File: src/rtl/spi_ram_master.sv
// spi_ram_master
//   Host-side SPI master for the SPI slave/RAM subsystem. Accepts one request
//   at a time over a valid/ready handshake and sequences it as two command
//   frames (address, then data). Reads add a turnaround window and an
//   ADDR_SIZE-bit capture of MISO, after which the byte is returned on a
//   one-cycle response strobe. One MOSI bit per clk cycle, no divided SCLK.
//
// Parameters
//   ADDR_SIZE : address/data width; frame length is ADDR_SIZE+3 bits
//   READ_TA   : idle cycles between the read-data command bits and the first
//               MISO sample (0 allowed)
//
// Ports
//   clk, rst_n                 : clock, asynchronous active-low reset
//   req_valid/req_ready        : request handshake (ready only in IDLE)
//   req_wr/req_addr/req_wdata  : request fields, captured at acceptance
//   rsp_valid/rsp_rdata        : one-cycle read strobe, data held until the
//                                next read completes
//   busy                       : transaction in progress (~req_ready)
//   SS_n, MOSI, MISO           : SPI pins
module spi_ram_master #(
  parameter int ADDR_SIZE = 8,
  parameter int READ_TA   = 2
) (
  input  logic                 clk,
  input  logic                 rst_n,
  input  logic                 req_valid,
  output logic                 req_ready,
  input  logic                 req_wr,
  input  logic [ADDR_SIZE-1:0] req_addr,
  input  logic [ADDR_SIZE-1:0] req_wdata,
  output logic                 rsp_valid,
  output logic [ADDR_SIZE-1:0] rsp_rdata,
  output logic                 busy,
  output logic                 SS_n,
  output logic                 MOSI,
  input  logic                 MISO
);

  localparam int F       = ADDR_SIZE + 3;
  localparam int CNT_MAX = (F > READ_TA) ? F : READ_TA;
  localparam int CNT_W   = $clog2(CNT_MAX + 1);

  localparam logic [CNT_W-1:0] CNT_FRAME = CNT_W'(F - 1);
  localparam logic [CNT_W-1:0] CNT_TURN  = CNT_W'((READ_TA > 0) ? READ_TA - 1 : 0);
  localparam logic [CNT_W-1:0] CNT_CAP   = CNT_W'(ADDR_SIZE - 1);
  localparam logic [CNT_W-1:0] CNT_ONE   = CNT_W'(1);

  typedef enum logic [2:0] {
    S_IDLE,
    S_SHIFT1,
    S_GAP,
    S_SHIFT2,
    S_TURN,
    S_CAPTURE
  } state_t;

  state_t                 state, state_nxt;
  logic [CNT_W-1:0]       cnt, cnt_nxt;
  logic                   cnt_zero;
  logic                   accept;
  logic                   done;

  logic                   wr_q;
  logic [ADDR_SIZE-1:0]   wdata_q;
  logic [F-1:0]           tx_q;
  logic [ADDR_SIZE-1:0]   rx_q;

  assign cnt_zero = (cnt == '0);
  assign accept   = req_valid && (state == S_IDLE);

  // Next-state / counter logic. The counter always holds the number of
  // remaining cycles in the current state minus one.
  always_comb begin
    state_nxt = state;
    cnt_nxt   = cnt;
    done      = 1'b0;
    case (state)
      S_IDLE: begin
        if (req_valid) begin
          state_nxt = S_SHIFT1;
          cnt_nxt   = CNT_FRAME;
        end
      end
      S_SHIFT1: begin
        if (cnt_zero) state_nxt = S_GAP;
        else          cnt_nxt   = cnt - CNT_ONE;
      end
      S_GAP: begin
        state_nxt = S_SHIFT2;
        cnt_nxt   = CNT_FRAME;
      end
      S_SHIFT2: begin
        if (cnt_zero) begin
          if (wr_q) begin
            state_nxt = S_IDLE;
          end else if (READ_TA == 0) begin
            state_nxt = S_CAPTURE;
            cnt_nxt   = CNT_CAP;
          end else begin
            state_nxt = S_TURN;
            cnt_nxt   = CNT_TURN;
          end
        end else begin
          cnt_nxt = cnt - CNT_ONE;
        end
      end
      S_TURN: begin
        if (cnt_zero) begin
          state_nxt = S_CAPTURE;
          cnt_nxt   = CNT_CAP;
        end else begin
          cnt_nxt = cnt - CNT_ONE;
        end
      end
      S_CAPTURE: begin
        if (cnt_zero) begin
          state_nxt = S_IDLE;
          done      = 1'b1;
        end else begin
          cnt_nxt = cnt - CNT_ONE;
        end
      end
      default: state_nxt = S_IDLE;
    endcase
  end

  // Control state: FSM, counter and response registers.
  always_ff @(posedge clk or negedge rst_n) begin
    if (!rst_n) begin
      state     <= S_IDLE;
      cnt       <= '0;
      rsp_valid <= 1'b0;
      rsp_rdata <= '0;
    end else begin
      state     <= state_nxt;
      cnt       <= cnt_nxt;
      rsp_valid <= done;
      // The final MISO bit is sampled on the same edge that leaves CAPTURE.
      if (done) rsp_rdata <= {rx_q[ADDR_SIZE-2:0], MISO};
    end
  end

  // Datapath: request capture, transmit shifter, receive shifter. These are
  // never observed outside the states that load them, so they carry no reset.
  always_ff @(posedge clk) begin
    if (accept) begin
      wr_q    <= req_wr;
      wdata_q <= req_wdata;
      // Leading bit duplicates cmd[1]; cmd = {~wr, 0} for the address frame.
      tx_q    <= {~req_wr, ~req_wr, 1'b0, req_addr};
    end else if (state == S_GAP) begin
      tx_q <= {~wr_q, ~wr_q, 1'b1, (wr_q ? wdata_q : {ADDR_SIZE{1'b0}})};
    end else if ((state == S_SHIFT1) || (state == S_SHIFT2)) begin
      tx_q <= {tx_q[F-2:0], 1'b0};
    end
    if (state == S_CAPTURE) rx_q <= {rx_q[ADDR_SIZE-2:0], MISO};
  end

  // Outputs decode directly from registered state so SS_n rises as soon as
  // reset is asserted and MOSI only moves after a rising edge.
  assign req_ready = (state == S_IDLE);
  assign busy      = ~req_ready;
  assign SS_n      = (state == S_IDLE) || (state == S_GAP);
  assign MOSI      = ((state == S_SHIFT1) || (state == S_SHIFT2)) && tx_q[F-1];

endmodule

File: config.mk
export PLATFORM = sky130hd
export DESIGN_NAME = spi_ram_master
export DESIGN_NICKNAME = d
export VERILOG_FILES = /design/src/rtl/spi_ram_master.sv
export SDC_FILE = /design/constraint.sdc
export NUM_CORES = 1
export LEC_CHECK = 0
export CORE_ASPECT_RATIO = 1.75
export CORE_MARGIN = 2
export CORE_UTILIZATION = 56
export CTS_CLUSTER_SIZE = 14
export DETAILED_ROUTE_END_ITERATION = 10
export PLACE_DENSITY = 0.84
export SYNTH_ARGS = -nofsm -noshare
export SYNTH_HDL_FRONTEND = slang
export SYNTH_SLANG_ARGS = --single-unit
File: constraint.sdc
create_clock -name clk -period 4 [get_ports clk]
set_input_delay 0.6 -clock clk [delete_from_list [all_inputs] [get_ports clk]]
set_output_delay 0.6 -clock clk [all_outputs]
set_load 0.005 [all_outputs]
==> results of run 1 <==
==> power by group <==
group          switching (W)  internal [W]  leakage, nW
Sequential         0.0000996      0.000606        0.473
Combinational       0.000188      0.000233        0.459
Clock               0.000150      0.000161       0.0563
==> metrics by stage <==
| stage | power, W | hold WS (ns) | std cells | area (µm²) | util |
|---|---|---|---|---|---|
| after floorplan | 0.000974 | 0.304 | 155 | 1950 | - |
| after global placement | 0.00110 | 0.441 | 224 | 2290 | 0.680 |
| after detailed placement | 0.00113 | 0.442 | 224 | 2290 | 0.680 |
| after CTS | 0.00144 | 0.462 | 232 | 2390 | 0.712 |
| after global routing | 0.00152 | 0.479 | 232 | 2390 | 0.712 |
| final | 0.00144 | 0.459 | 232 | 2390 | 0.712 |
==> worst max-delay path, cell delays in order, from the launching register on <==
cell and delay, ns:
dfrtp_1 0.61, or3_1 0.47, inv_1 0.10, clkdlybuf4s50_1 0.50
==> kinds of logic (layout without fill, tap and decap cells) <==
group                    count (synthesis)  count (layout)
AO/OA/AOI/OAI                           35              35
XOR/XNOR                                 1               1
adder cells (fa/ha/maj)                  1               1
buffers and inverters                   16              48
flip-flops                              43              43
multiplexers                            12              12
AND/OR/NAND/NOR                         47              47
==> layer usage <==
metal	global-route usage	vias to the layer above	wire length, µm
met4	0.129	0	127
met3	0.0345	12	131
met5	0	-	0
met2	0.385	50	2080
li1	-	626	-
met1	0.200	666	1360
==> layout make-up <==
type                       count  area (µm²)
clock buffer                   6        93.8
sequential                    43        1200
fill                         265         970
tap                           45        56.3
timing repair buffer          33         330
clock inverter                 2        13.8
inverter                       7        26.3
multi-input combinational     96         672
==> cell usage in the layout, fill, tap and decap left out, types with 2 or more instances in the layout <==
cell type / count
a211oi_1: 2
a21oi_1: 12
a221oi_1: 2
and3_1: 8
clkbuf_8: 5
clkdlybuf4s50_1: 33
dfrtp_1: 16
edfxtp_1: 26
inv_1: 6
mux2_4: 9
mux2i_1: 2
nand2_1: 10
nor2_1: 10
nor3_1: 5
o21ai_0: 9
o21ai_1: 3
o31ai_1: 2
or3_1: 2
==> worst paths after layout <==
path | end | start | slack, ns
worst max-delay path | req_ready | state[1] | 1.42
worst max register to register | tx_q[9] | state[1] | 1.60
worst min-delay path | rx_q[3] | rx_q[2] | 0.46
min in group asynchronous | rsp_valid | rst_n | 0.74
max in group asynchronous | state[0] | rst_n | 2.81
worst min register to register | rx_q[3] | rx_q[2] | 0.46
==> state kept, by name (all words and copies together) (netlist names) <==
name	count
state	3
wdata_q	8
cnt	4
rsp_rdata	8
rsp_valid	1
rx_q	7
wr_q	1
tx_q	11
==> metrics.cfg, run 1 <==
[pwr]
ir_worst_vdd_v = 0.000368
powerDensity_nw_per_um2 = 601
p_leak_nw = 0.988

[sta]
fin_crit_ns = 2.58
max_slew_margin = 0.354
slew_violations = 0
setup_ws_ns = 1.42
rsz0062_at_grt = false
worst_pin_slew_ns = 0.962
final-setup-viol-count = 0
final_hold_viol_count = 0
min_period_over_period = 0.644
timing.fmax_mhz = 388
clock_skew_ns = 0.00677
tns_ns = 0

[place]
hpwl_um = 2700
numPortBuffers = 33
gp_congestion = 0.790
post-place-ws_ns = 1.57

[floorplanning]
fp.dieH_um = 82.0
die_w_um = 48.6
rows = 28
pin_count = 34
core_area_um2 = 3360
initial_core_util = 0.578
dieArea_um2 = 3980

[worst_hold_path]
hold_path.class = flop to flop
hold_path_depth = 0

[critical_path]
critPathKind = flop to output pin
cp-end-kind = output pin
cp-start-kind = flop
reg2regPathDepth = 4
critPathMaxFanout = 21
worstPathArrival_ns = 1.98
required_ns = 3.40

[yosys]
synthXorXnorAreaFrac = 0.00450
synthMuxAreaShare = 0.0855
yosysMostFrequentCell = edfxtp_1
ys_types = 42
syn_area_um2 = 1950
synth-main-ff-cell = edfxtp_1
synth-edff-count = 26
synth-seq-area-share = 0.617
synthTopCellsByArea = edfxtp_1 (40%), dfrtp_1 (21%), mux2_4 (6.9%)
synth.top_cells.by_count = edfxtp_1 (26), dfrtp_1 (16), a21oi_1 (12)
synth_top_area_share = 0.401
yosysWarnings = 0
netlist_instances = 155
synth_top_family_by_area = simple AND/OR/NAND/NOR gates
ys_seq_elements = 43
synth_compound_area_frac = 0.110
synth_top_area_cell = edfxtp_1
synthArstFlopShare = 0.372
synth_nets = 177
synthAdderAreaFrac = 0.00643
yosys.area_share.simple = 0.139
syn_avg_cell_area_um2 = 12.6

[route]
post-route-drc-count = 0
via_count = 1354
initialDrtViolationCount = 38
wl_per_cell_um = 16.0
via_per_inst = 5.84
routed_wl_um = 3710
postRouteAntennaNets = 0
first_pass_iters = 4

[global_route]
grt_pass1_vias = 1394
grt_first_pass_wirelength_um = 6070
grtUsageTotal = 0.201
antenna_found_initial = 0
grt-ovfl-total = 0
grt_max_degree = 28

[cts]
cts_setup_buffers = 0
cts_buffer_depth = 2
clkTransAtPathRegs_ns = 0.08
htreeDepth = 2
cts_inserted_buffers = 5
hold_buffers = 0
cts-root-buf = clkbuf_8
cts_resized = 0
cts_tree = done
cts.sinks = 43
clock_latency_ns = 0.29

[status]
status = completed

[cells_and_area]
drive_gt1_frac = 0.123
area_growth_pct = 23.0
nets = 208
diodes = 0

[flow_run]
drv_cap = 0

No activity file was read; power rests on OpenSTA's default activity.
==> inputs of run 2 (changes only) <==
Settings changed: CORE_UTILIZATION 56 to 52, PLACE_DENSITY 0.84 to 0.79.
Clock period 4 ns to 2.5 ns, I/O delays scaled along.
==> run 2 against run 1 <==
Sequential share of layout area decreased by 0.39 points. Final cell count grew 2.2%. Critical path depth stayed put. Combinational power is 72% higher. Non-clock buffer count increased by 4. Flip-flop and latch count unchanged. Setup slack worse by 1.2 ns. Routed wire length is 0.38% lower. Critical path type unchanged. Critical endpoint unchanged.
==> metrics.cfg, run 2 (synthesis gave the netlist of run 1 again) <==
[sta]
final_hold_viol_count = 0  ; unchanged
final-setup-viol-count = 0  ; unchanged
slew_violations = 0  ; unchanged
tns_ns = 0  ; unchanged
max_slew_margin = 0.527  ; was 0.354
timing.fmax_mhz = 442
clock_skew_ns = 0.00838  ; was 0.00677 ns
fin_crit_ns = 2.26
hold_slack_ns = 0.469  ; was 0.459 ns
worst_pin_slew_ns = 0.707  ; was 0.962 ns
rsz0062_at_grt = false  ; unchanged
min_period_over_period = 0.906

[cts]
hold_buffers = 0  ; unchanged
cts.sinks = 43  ; unchanged
clkTransAtPathRegs_ns = 0.08  ; about the same
cts_inserted_buffers = 5  ; unchanged
cts_buffer_depth = 2  ; unchanged
clock_latency_ns = 0.29  ; about the same
htreeDepth = 2  ; unchanged
cts_resized = 0  ; unchanged
cts_tree = done  ; unchanged
cts-root-buf = clkbuf_8  ; unchanged
cts_setup_buffers = 0  ; unchanged

[route]
wl_per_cell_um = 15.6  ; was 16.0 µm
post-route-drc-count = 0  ; unchanged
initialDrtViolationCount = 32  ; was 38
first_pass_iters = 4  ; unchanged
routed_wl_um = 3690  ; was 3710 µm
via_per_inst = 5.66  ; was 5.84
postRouteAntennaNets = 0  ; unchanged
via_count = 1341  ; was 1354

[cells_and_area]
top_regs = tx_q x11, rsp_rdata x8, wdata_q x8  ; unchanged
largest_register_ffs = 11  ; unchanged
area_growth_pct = 24.0  ; was 23.0%
nets = 212  ; was 208
diodes = 0  ; unchanged
mostFrequentLayoutCell = clkdlybuf4s50_1  ; unchanged
fill_cells = 257  ; was 265
finalNonFillerCells = 237  ; was 232
regMostFlops = tx_q  ; unchanged
drive_gt1_frac = 0.136  ; was 0.123
layout_common_cells = clkdlybuf4s50_1 (33), edfxtp_1 (26), dfrtp_1 (16)  ; unchanged

[global_route]
grt_pass1_vias = 1365  ; was 1394
antenna_found_initial = 0  ; unchanged
grtUsageTotal = 0.193  ; was 0.201
grt_max_degree = 28  ; unchanged
grt-ovfl-total = 0  ; unchanged
grt_first_pass_wirelength_um = 6270  ; was 6070 µm

[floorplanning]
rows = 29  ; was 28
dieArea_um2 = 4270  ; was 3980 µm²
core_area_um2 = 3590  ; was 3360 µm²
fp.dieH_um = 84.9  ; was 82.0 µm
initial_core_util = 0.542  ; was 0.578
die_w_um = 50.2  ; was 48.6 µm
pin_count = 34  ; unchanged

[worst_hold_path]
hold_path_depth = 0  ; unchanged
hold_path.class = flop to flop  ; unchanged

[critical_path]
critPathMaxFanout = 20  ; was 21
cp-start-kind = flop  ; unchanged
reg2regPathDepth = 6  ; was 4
cp_slowest_cell = dfrtp_1  ; unchanged
critPathMaxStageDelay_ns = 0.59  ; was 0.61 ns
worstPathArrival_ns = 1.89  ; was 1.98 ns
path_delay_family = flip-flops  ; unchanged
critPathKind = flop to output pin  ; unchanged
cp-end-kind = output pin  ; unchanged
required_ns = 2.12  ; was 3.40 ns
worst-path-stages = 3  ; unchanged
cp_cell_sequence = or3_1 -> inv_1 -> clkdlybuf4s50_1  ; unchanged
path_buf_inv = 2  ; unchanged

[place]
hpwl_um = 2710  ; was 2700 µm
gp_congestion = 0.845  ; was 0.790
numPortBuffers = 33  ; unchanged
dp.cells = 229  ; was 224

[pwr]
powerDensity_nw_per_um2 = 941  ; was 601 nW/µm²
p_leak_nw = 1.00  ; was 0.988 nW
ir_worst_vdd_v = 0.000625  ; was 0.000368 V

[status]
status = completed  ; unchanged

[flow_run]
drv_cap = 0  ; unchanged

run 2: cell count changes in the layout (fill, tap and decap cells not counted), sizes merged:
cell	before	now
clkbuf	6	7
clkinv	3	2
buf	0	4
run 2: power by group:
part	leakage (nW)	total (W)	internal, W	switching, W
registers	0.473	0.00109	0.000970	0.000123
logic	0.479	0.000725	0.000391	0.000335
clock network	0.0484	0.000451	0.000226	0.000225
run 2: final cells by class:
type	instances	area, µm²	area share
Clock buffer	7	86.3	0.0358
Clock inverter	1	8.76	0.00363
Inverter	7	26.3	0.0109
Multi-Input combinational cell	96	672	0.279
Sequential cell	43	1200	0.498
Tap cell	46	57.6	0.0239
Timing Repair Buffer	37	360	0.149
run 2: metrics by stage:
step / worst slack, ns / cell area (µm²) / total power, W / utilization
after detailed placement: 0.553 / 2320 / 0.00183 / 0.645
after CTS: 0.239 / 2410 / 0.00229 / 0.672
after floorplan: 0.687 / 1950 / 0.00156 / -
final: 0.236 / 2410 / 0.00227 / 0.672
after global routing: 0.173 / 2410 / 0.00241 / 0.672
after global placement: 0.584 / 2320 / 0.00179 / 0.645
run 2: worst register-to-register path, delay by kind of cell (launching register included):
family | cells | cell delay [ns]
AO/OA/AOI/OAI | 3 | 0.91
flip-flops | 1 | 0.40
AND/OR/NAND/NOR | 1 | 0.18
buffers and inverters | 1 | 0.06
adder cells (fa/ha/maj) | 1 | 0.27
run 2: layer usage:
metal	wire, µm	part of all wire	track usage
met4	47	0.013	0.0859
met1	1410	0.38	0.214
met2	2100	0.57	0.350
met3	132	0.036	0.0317
met5	0	0	0
run 2: path summary, 6_finish.rpt:
kind                            startpoint           end  slack (ns)
worst max register to register      cnt[0]        cnt[3]        0.53
worst min register to register     rx_q[5]       rx_q[6]        0.47
min in group asynchronous            rst_n  rsp_rdata[3]        0.51
worst min-delay path               rx_q[5]       rx_q[6]        0.47
max in group asynchronous            rst_n  rsp_rdata[6]        1.54
worst max-delay path              state[2]     req_ready        0.24
==> inputs of run 3 (changes only) <==
Clock period 2.5 ns to 2.1 ns, I/O delays scaled along.
==> run 3 against run 2 <==
Highest routed layer unchanged. Setup slack lost 0.15 ns. Global-route usage about the same. Die area is the same. Clock power grew 13%. Final area is 1.0% higher. Critical path depth is 3 higher. Register-to-register slack got worse by 0.45 ns. Sequential share of layout area shrank 0.51 points. Power is 19% higher. Via count down 0.30%. Hold slack worse by 0.014 ns. Sequential power is 17% higher.
==> metrics.cfg, run 3 (synthesis gave the netlist of run 1 again) <==
[cells_and_area]
layout_common_cells = clkdlybuf4s50_1 (33), edfxtp_1 (26), dfrtp_1 (16)  ; unchanged
diodes = 0  ; unchanged
nets = 215  ; was 212
area_growth_pct = 25.3  ; was 24.0%
largest_register_ffs = 11  ; unchanged
regMostFlops = tx_q  ; unchanged
fill_cells = 251  ; was 257
multi_input_area_um2 = 672  ; unchanged
drive_gt1_frac = 0.155  ; was 0.136
top_regs = tx_q x11, rsp_rdata x8, wdata_q x8  ; unchanged
finalNonFillerCells = 240  ; was 237
mostFrequentLayoutCell = clkdlybuf4s50_1  ; unchanged
seq_area_um2 = 1200  ; unchanged

[route]
via_per_inst = 5.57  ; was 5.66
routed_wl_um = 3780  ; was 3690 µm
post-route-drc-count = 0  ; unchanged
dr.max_layer_used = met4  ; unchanged
met2_length_um = 2120  ; was 2100 µm
m1WireLength_um = 1450  ; was 1410 µm
wl_met3_um = 138  ; was 132 µm
postRouteAntennaNets = 0  ; unchanged
via_count = 1337  ; was 1341
wl_per_cell_um = 15.8  ; was 15.6 µm
initialDrtViolationCount = 34  ; was 32
first_pass_iters = 4  ; unchanged

[sta]
worst_pin_slew_ns = 0.730  ; was 0.707 ns
clock_skew_ns = 0.00656  ; was 0.00838 ns
hold_slack_ns = 0.455  ; was 0.469 ns
min_period_over_period = 0.961
tns_ns = 0  ; unchanged
fin_crit_ns = 2.02
setup_ws_ns = 0.0825  ; was 0.236 ns
final-setup-viol-count = 0  ; unchanged
rsz0062_at_grt = false  ; unchanged
max_slew_margin = 0.512  ; was 0.527
timing.fmax_mhz = 496
final_hold_viol_count = 0  ; unchanged
slew_violations = 0  ; unchanged

[floorplanning]
pin_count = 34  ; unchanged
rows = 29  ; unchanged
initial_core_util = 0.542  ; unchanged
core_area_um2 = 3590  ; unchanged
die_w_um = 50.2  ; unchanged
dieArea_um2 = 4270  ; unchanged
fp.dieH_um = 84.9  ; unchanged

[critical_path]
cp_cell_sequence = inv_1 -> ha_1 -> or3b_4 -> nor2_4 -> a221o_2 -> mux2_4  ; was or3_1 -> inv_1 -> clkdlybuf4s50_1
r2r_slack_ns = 0.08  ; was 0.53 ns
cp_slowest_cell = or3b_4  ; was dfrtp_1
reg2regPathDepth = 6  ; unchanged
rr_endpoint = cnt[0]  ; was cnt[3]
critPathMaxStageDelay_ns = 0.45  ; was 0.59 ns
required_ns = 2.28  ; was 2.12 ns
critPathKind = flop to flop  ; was flop to output pin
worstPathArrival_ns = 2.20  ; was 1.89 ns
r2r-start = cnt[0]  ; unchanged
cp-end-kind = flop  ; was output pin
cp-start-kind = flop  ; unchanged
path_buf_inv = 1  ; was 2
path_delay_family = simple AND/OR/NAND/NOR gates  ; was flip-flops
critPathMaxFanout = 7  ; was 20

[pwr]
ir_worst_vdd_v = 0.000778  ; was 0.000625 V
p_leak_nw = 1.01  ; was 1.00 nW
powerDensity_nw_per_um2 = 1110  ; was 941 nW/µm²

[flow_run]
drv_cap = 0  ; unchanged

[cts]
cts_setup_buffers = 0  ; unchanged
cts-root-buf = clkbuf_8  ; unchanged
hold_buffers = 0  ; unchanged
cts_tree = done  ; unchanged
cts.sinks = 43  ; unchanged
clkTransAtPathRegs_ns = 0.08  ; about the same
cts_resized = 0  ; unchanged
cts_inserted_buffers = 5  ; unchanged
cts_buffer_depth = 2  ; unchanged
clock_latency_ns = 0.29  ; about the same
htreeDepth = 2  ; unchanged

[status]
status = completed  ; unchanged

[worst_hold_path]
hold_path.class = flop to flop  ; unchanged
hold_path_depth = 0  ; unchanged
whs_endpoint = rx_q[3]  ; was rx_q[6]
min_from = rx_q[2]  ; was rx_q[5]

[global_route]
grt_first_pass_wirelength_um = 6210  ; was 6270 µm
grt_pass1_vias = 1405  ; was 1365
grt_max_degree = 28  ; unchanged
grtUsageTotal = 0.193  ; about the same
antenna_found_initial = 0  ; unchanged
grt-ovfl-total = 0  ; unchanged

[place]
numPortBuffers = 33  ; unchanged
post-place-ws_ns = 0.111  ; was 0.553 ns
gp_congestion = 0.894  ; was 0.845
hpwl_um = 2740  ; was 2710 µm
dp.cells = 232  ; was 229

==> run 3: cell count changes in the layout (fill, tap and decap cells not counted), sizes merged <==
| cell | before | now |
|---|---|---|
| clkinvlp | 0 | 1 |
| buf | 4 | 7 |
| clkbuf | 7 | 6 |
==> run 3: worst max path at each step <==
stage	from	to	slack (ns)	cells past startpoint
2_1_floorplan	cnt[0]	cnt[0]	0.29	6
3_3_place_gp	cnt[0]	cnt[0]	0.23	6
3_5_place_dp	cnt[0]	cnt[0]	0.11	6
4_1_cts	state[2]	MOSI	0.07	4
5_1_grt	state[1]	req_ready	0.03	3
6_report	cnt[0]	cnt[0]	0.08	6
==> run 3: cell type report <==
cell class                 instances  area share
clock inverter                     2     0.00513
multi-input combinational         96       0.276
tap                               46      0.0236
timing repair buffer              40       0.162
sequential                        43       0.493
inverter                           7      0.0108
clock buffer                       6      0.0298
==> run 3: per-stage QoR <==
stage / total power, W / cell area, µm² / utilization
after detailed placement: 0.00221 / 2350 / 0.655
after floorplan: 0.00185 / 1950 / -
final: 0.00271 / 2440 / 0.679
after global routing: 0.00286 / 2440 / 0.679
after global placement: 0.00216 / 2350 / 0.655
after CTS: 0.00272 / 2440 / 0.679
==> run 3: layer usage <==
| layer | up-vias | track usage |
|---|---|---|
| met2 | 38 | 0.327 |
| met3 | 4 | 0.0387 |
| met5 | - | 0 |
| met4 | 0 | 0.141 |
| met1 | 649 | 0.207 |
| li1 | 646 | - |
==> run 3: report_power, final <==
group	internal, W	leakage [nW]	switching (W)
combinational	0.000486	0.496	0.000446
sequential	0.00115	0.473	0.000115
clock	0.000232	0.0412	0.000276
total	0.00187	1.01	0.000837
==> run 3: worst register-to-register path, cell delays in order (launching register included) <==
cell and delay, ns:
dfrtp_1 0.41, inv_1 0.08, ha_1 0.28, or3b_4 0.45, nor2_4 0.15, a221o_2 0.22
mux2_4 0.30
